[src/rtl/bk_sub16_pipe_if.sv]
// Handshake bundle for the 16-bit Brent-Kung subtractor pipe.
// The master drives operands and result acceptance.
// The slave (the subtractor) returns the difference and compare flags.
interface bk_sub16_pipe_if;
    logic        in_valid;
    logic        in_ready;
    logic [15:0] a;
    logic [15:0] b;
    logic        out_valid;
    logic        out_ready;
    logic [16:0] diff;
    logic        zero;
    logic        ltu;
    logic        lts;
    logic        ovf;

    modport master (
        output in_valid, a, b, out_ready,
        input  in_ready, out_valid, diff, zero, ltu, lts, ovf
    );

    modport slave (
        input  in_valid, a, b, out_ready,
        output in_ready, out_valid, diff, zero, ltu, lts, ovf
    );
endinterface

[src/rtl/bk_sub16_pipe.sv]
// Two-stage pipelined 16-bit subtractor, a - b = a + ~b + 1.
// The borrow network is a Brent-Kung prefix tree.
// Stage 1 forms the bit terms and the span-2/span-4 up-sweep groups.
// Stage 2 finishes the up-sweep, runs the down-sweep, and registers the result and flags.
module bk_sub16_pipe (
    input  logic            clk,
    input  logic            rst_n,
    bk_sub16_pipe_if.slave  bus
);

    // Prefix operator on {G,P} pairs: hi group sits above lo group.
    function automatic logic [1:0] bk_op(input logic [1:0] hi, input logic [1:0] lo);
        bk_op = {hi[1] | (hi[0] & lo[1]), hi[0] & lo[0]};
    endfunction

    // Handshake
    logic s1_valid_r;
    logic out_valid_r;
    logic s2_adv_s;
    logic in_ready_s;

    // Stage 1 combinational terms
    logic [15:0]      p_s;
    logic [15:0]      g_s;
    logic [7:0][1:0]  l1_s;
    logic [3:0][1:0]  l2_s;

    // Stage 1 registers
    logic [15:0]      p_r;
    logic [15:0]      g_r;
    logic [7:0][1:0]  l1_r;
    logic [3:0][1:0]  l2_r;
    logic             a15_r;
    logic             b15_r;

    // Stage 2 combinational terms: pfx_s[i] is the {G,P} group covering bits i..0 (carry-in folded)
    logic [15:0][1:0] pfx_s;
    logic [15:0]      c_s;
    logic [15:0]      sum_s;
    logic             cout_s;
    logic             ovf_s;

    // Stage 2 / output registers
    logic [16:0]      diff_r;
    logic             zero_r;
    logic             ltu_r;
    logic             lts_r;
    logic             ovf_r;

    assign s2_adv_s   = ~out_valid_r | bus.out_ready;
    assign in_ready_s = ~s1_valid_r | s2_adv_s;

    // Bit terms with the carry-in folded into bit 0, then up-sweep spans 2 and 4.
    always_comb begin
        p_s  = bus.a ^ ~bus.b;
        g_s  = (bus.a & ~bus.b) | {15'h0000, (bus.a[0] ^ ~bus.b[0])};
        l1_s = 16'h0000;
        l2_s = 8'h00;
        for (int k = 0; k < 8; k++) begin
            l1_s[k] = bk_op({g_s[2*k+1], p_s[2*k+1]}, {g_s[2*k], p_s[2*k]});
        end
        for (int k = 0; k < 4; k++) begin
            l2_s[k] = bk_op(l1_s[2*k+1], l1_s[2*k]);
        end
    end

    // Up-sweep spans 8 and 16, then down-sweep for the remaining prefixes, then the sum XOR.
    always_comb begin
        pfx_s     = 32'h0000_0000;
        pfx_s[0]  = {g_r[0], p_r[0]};
        pfx_s[1]  = l1_r[0];
        pfx_s[3]  = l2_r[0];
        pfx_s[7]  = bk_op(l2_r[1], l2_r[0]);
        pfx_s[15] = bk_op(bk_op(l2_r[3], l2_r[2]), pfx_s[7]);
        pfx_s[11] = bk_op(l2_r[2], pfx_s[7]);
        pfx_s[5]  = bk_op(l1_r[2], pfx_s[3]);
        pfx_s[9]  = bk_op(l1_r[4], pfx_s[7]);
        pfx_s[13] = bk_op(l1_r[6], pfx_s[11]);
        for (int i = 2; i < 16; i += 2) begin
            pfx_s[i] = bk_op({g_r[i], p_r[i]}, pfx_s[i-1]);
        end
        c_s    = 16'h0000;
        c_s[0] = 1'b1;
        for (int i = 1; i < 16; i++) begin
            c_s[i] = pfx_s[i-1][1];
        end
        sum_s  = p_r ^ c_s;
        cout_s = pfx_s[15][1];
        ovf_s  = (a15_r ^ b15_r) & (sum_s[15] ^ a15_r);
    end

    // Stage 1: accept operands whenever the stage can move; bubbles clear valid but keep data.
    always_ff @(posedge clk) begin
        if (!rst_n) begin
            s1_valid_r <= 1'b0;
            p_r        <= 16'h0000;
            g_r        <= 16'h0000;
            l1_r       <= 16'h0000;
            l2_r       <= 8'h00;
            a15_r      <= 1'b0;
            b15_r      <= 1'b0;
        end else if (in_ready_s) begin
            s1_valid_r <= bus.in_valid;
            if (bus.in_valid) begin
                p_r   <= p_s;
                g_r   <= g_s;
                l1_r  <= l1_s;
                l2_r  <= l2_s;
                a15_r <= bus.a[15];
                b15_r <= bus.b[15];
            end
        end
    end

    // Stage 2: register difference and flags; hold everything while the consumer stalls.
    always_ff @(posedge clk) begin
        if (!rst_n) begin
            out_valid_r <= 1'b0;
            diff_r      <= 17'h00000;
            zero_r      <= 1'b0;
            ltu_r       <= 1'b0;
            lts_r       <= 1'b0;
            ovf_r       <= 1'b0;
        end else if (s2_adv_s) begin
            out_valid_r <= s1_valid_r;
            if (s1_valid_r) begin
                diff_r <= {~cout_s, sum_s};
                zero_r <= (sum_s == 16'h0000);
                ltu_r  <= ~cout_s;
                lts_r  <= sum_s[15] ^ ovf_s;
                ovf_r  <= ovf_s;
            end
        end
    end

    assign bus.in_ready  = in_ready_s;
    assign bus.out_valid = out_valid_r;
    assign bus.diff      = diff_r;
    assign bus.zero      = zero_r;
    assign bus.ltu       = ltu_r;
    assign bus.lts       = lts_r;
    assign bus.ovf       = ovf_r;

endmodule

[src/flat_wrapper.sv]
// flat-port wrapper written by rule: the top's interface ports become plain ports
module bk_sub16_pipe_flat 
  (clk, rst_n, bus_in_valid, bus_a, bus_b, bus_out_ready, bus_in_ready, bus_out_valid, bus_diff, bus_zero, bus_ltu, bus_lts, bus_ovf);
  bk_sub16_pipe_if bus_i ();
  input  logic clk;
  input  logic rst_n;
  input wire logic [$bits(bus_i.in_valid)-1:0] bus_in_valid;
  input wire logic [$bits(bus_i.a)-1:0] bus_a;
  input wire logic [$bits(bus_i.b)-1:0] bus_b;
  input wire logic [$bits(bus_i.out_ready)-1:0] bus_out_ready;
  output wire logic [$bits(bus_i.in_ready)-1:0] bus_in_ready;
  output wire logic [$bits(bus_i.out_valid)-1:0] bus_out_valid;
  output wire logic [$bits(bus_i.diff)-1:0] bus_diff;
  output wire logic [$bits(bus_i.zero)-1:0] bus_zero;
  output wire logic [$bits(bus_i.ltu)-1:0] bus_ltu;
  output wire logic [$bits(bus_i.lts)-1:0] bus_lts;
  output wire logic [$bits(bus_i.ovf)-1:0] bus_ovf;
  assign bus_i.in_valid = bus_in_valid;
  assign bus_i.a = bus_a;
  assign bus_i.b = bus_b;
  assign bus_i.out_ready = bus_out_ready;
  assign bus_in_ready = bus_i.in_ready;
  assign bus_out_valid = bus_i.out_valid;
  assign bus_diff = bus_i.diff;
  assign bus_zero = bus_i.zero;
  assign bus_ltu = bus_i.ltu;
  assign bus_lts = bus_i.lts;
  assign bus_ovf = bus_i.ovf;
  bk_sub16_pipe u_core (.clk(clk), .rst_n(rst_n), .bus(bus_i));
endmodule
[config.mk]
export PLATFORM = sky130hd
export DESIGN_NAME = bk_sub16_pipe_flat
export DESIGN_NICKNAME = d
export VERILOG_FILES = /design/src/rtl/bk_sub16_pipe_if.sv /design/src/rtl/bk_sub16_pipe.sv /design/src/flat_wrapper.sv
export SDC_FILE = /design/constraint.sdc
export NUM_CORES = 1
export LEC_CHECK = 0
export BUFFER_PORTS_ARGS = -buffer_cell sky130_fd_sc_hd__buf_2
export CORE_UTILIZATION = 25
export CTS_CLUSTER_DIAMETER = 100
export DETAILED_ROUTE_END_ITERATION = 10
export GPL_TIMING_DRIVEN = 0
export HOLD_SLACK_MARGIN = 0.06
export PLACE_DENSITY = 0.43
export SYNTH_ARGS = -nofsm -noshare
export SYNTH_HDL_FRONTEND = slang
export SYNTH_SLANG_ARGS = --single-unit
export TNS_END_PERCENT = 50
[constraint.sdc]
create_clock -name clk -period 2.9 [get_ports clk]
set_input_delay 0.145 -clock clk [delete_from_list [all_inputs] [get_ports clk]]
set_output_delay 0.145 -clock clk [all_outputs]
set_load 0.005 [all_outputs]
==> results.json <==
{
  "outcome": "complete, no violations",
  "synthTopCellsByCount": "nand2_1, dfxtp_1, a21oi_1, ha_1",
  "cpMostUsedCell": "a21o_1",
  "setup_viol": 0,
  "vias_per_cell": 4.37,
  "insertion_delay_ns": 0.34,
  "path_class": "flip-flop to flip-flop",
  "slew_viol_final": 0,
  "startpoint_type": "flip-flop",
  "drt_iter0_markers": 58,
  "cts_root_buffer": "clkbuf_8",
  "clk_pin_slew_ns": 0.07,
  "finalNetCount": 478,
  "cts_resized": 0,
  "final.setup_skew_ns": 0.0104,
  "port_buffers": 57,
  "clock-sinks": 62,
  "postSynthCellCount": 348,
  "area_growth_pct": 24.9,
  "rr_startpoint": "u_core.c_s[4]",
  "core-area_um2": 10800,
  "ant_nets": 0,
  "synth_edf_count": 0,
  "reg2reg_depth": 8,
  "ys_ff_latch": 62,
  "grt_pass1_wl_mm": 12.5,
  "cts_setup_buffers": 0,
  "synth_area_per_cell_um2": 8.00,
  "r2r_slack_ns": 0.55,
  "dieArea_um2": 11600,
  "first_pass_iters": 4,
  "drc": 0,
  "slew_headroom_pct": 56.0,
  "antenna_cells": 0,
  "synthArstFlopShare_pct": 0,
  "numCtsBuffers": 9,
  "clockBufferDepth": 2,
  "track_usage_pct": 14.5,
  "grt_max_degree": 11,
  "path_max_fanout": 6,
  "slowest_stage": "or4_1",
  "syn_area_um2": 2780,
  "die_h_um": 108,
  "ir_drop_mv": 0.232,
  "final_layout_size_suffix_gt1_share_pct": 18.2,
  "wl_mm": 7.66,
  "synth.area.top_cells": "dfxtp_1, nand2_1, ha_1",
  "holdPathStages": 3,
  "gp_congestion": 0.780,
  "ys_warn_count": 0,
  "min_period_over_period_pct": 81.0,
  "h-tree-depth": 3,
  "yosys.area.top_type_share_pct": 44.6,
  "cp.arrival_ns": 2.61,
  "rows": 38,
  "cap_violations": 0,
  "synth_fp_nets": 407,
  "end_kind": "flip-flop",
  "grt_pass1_vias": 2440,
  "p_total_w": 0.00201,
  "wire_per_inst_um": 13.6,
  "tritoncts": "done",
  "start_util_pct": 25.7,
  "grt_overflow_total": 0,
  "die_width_um": 108,
  "fin_crit_ns": 2.35,
  "report.final.hold_viol_count": 0,
  "antenna_found_initial": 0,
  "max_slew.worst_pin.slew_ns": 0.660,
  "setup_tns_ns": 0,
  "power.density_nw_per_um2": 578,
  "p_leak_nw": 1.54,
  "ios": 59,
  "hold_class": "input port to flip-flop",
  "synth_most_common_cell": "nand2_1",
  "synth_cell_types": 30,
  "r2r-end": "u_core.bus.zero",
  "synthFlopType": "dfxtp_1",
  "ys_seq_area_share_pct": 44.6,
  "critical_path_required_ns": 3.16,
  "fmax_mhz": 426,
  "rsz0062_at_grt": "no",
  "dp_hpwl_mm": 5.81,
  "crit_chain": "a21o_1, a21o_1, a21o_1, ha_1, nor2_2, xnor2_1, or4_1, o31ai_2",
  "critPathLaunch": "u_core.c_s[4]",
  "critPathMaxStageDelay_ns": 0.58,
  "synth_top_area_cell": "dfxtp_1",
  "worstSetupEndpoint": "u_core.bus.zero",
  "vias": 2467
}
[state kept, by name, summed over array words and instances, names as in the netlist, 2 cells and up]
signal,flops
u_core.bus.diff,16
u_core.p_r,16
u_core.l2_r,6
u_core.g_r,8
u_core.l1_r,6
u_core.c_s,2
[metrics by stage]
step,hold slack [ns],cell area [µm²],setup WS [ns],util (%),cells
floorplan,0.274,2780,0.832,-,348
global placement,0.400,3240,0.559,29.9,545
detailed placement,0.402,3240,0.569,29.9,545
CTS,0.142,3480,0.535,32.1,564
global route,0.188,3480,0.433,32.1,564
finish,0.146,3480,0.552,32.1,564
[per-layer routing]
| metal | vias up | GRT usage [%] | wire [µm] | share of wire [%] |
|---|---|---|---|---|
| met5 | - | 0 | 0 | 0 |
| met4 | 0 | 6.16 | 133 | 1.7 |
| met3 | 9 | 2.42 | 278 | 3.6 |
| met2 | 41 | 22.7 | 3350 | 44 |
| met1 | 1125 | 19.5 | 3900 | 51 |
| li1 | 1292 | - | - | - |
[cell type report]
cell class,count,area (µm²)
Fill cell,1206,7360
Multi-Input combinational cell,247,1390
Sequential cell,62,1240
Timing Repair Buffer,60,315
Tap cell,140,175
Clock buffer,13,159
Buffer,19,77.6
Inverter,20,75.1
Clock inverter,3,42.5
[power by group]
group / switching, W / internal [W] / leakage [nW] / total (W)
combinational: 0.000173 / 0.000125 / 0.936 / 0.000297
sequential: 0.0000294 / 0.000902 / 0.508 / 0.000932
clock: 0.000336 / 0.000443 / 0.0996 / 0.000780
total: 0.000539 / 0.00147 / 1.54 / 0.00201
[cells in the final DEF (no fill, tap or decap), drive strengths merged, types with 8 or more instances in the layout]
cell and instances:
inv 20, buf 65, o21ai 10, ha 23
dfxtp 62, nor2 21, a21oi 56, xnor2 8
clkbuf 24, nand2 89
[what timing repair did]
item | in CTS | in global routing
hold buffers | 3 | 0
setup endpoints to repair | 0 | 0
hold endpoints to repair | 3 | 0
[critical path: cells and delay by family, from the launching register on]
family                     cells  cell delay, ns
AOI/OAI and AO/OA              4            0.87
xor gates and xnor gates       1            0.16
adders and majority gates      1            0.21
DFF                            1            0.35
and+or+nand+nor                2            0.67
[cell families after synthesis]
| kind of cell | share of synthesized area (%) |
|---|---|
| xor gates and xnor gates | 2.79 |
| and+or+nand+nor | 20.3 |
| DFF | 44.6 |
| adders and majority gates | 10.3 |
| buffers and inverters | 5.48 |
| AOI/OAI and AO/OA | 16.5 |
[worst min path at each step]
stage | startpoint | to | slack (ns)
global placement | bus_in_valid | u_core.s1_valid_r | 0.40
detailed placement | bus_in_valid | u_core.s1_valid_r | 0.40
global route | bus_out_ready | u_core.s1_valid_r | 0.19
finish | bus_out_ready | u_core.bus.out_valid | 0.15
CTS | bus_out_ready | u_core.bus.out_valid | 0.14
floorplan | bus_in_valid | u_core.s1_valid_r | 0.27
Power figures use the tool's default switching activity.
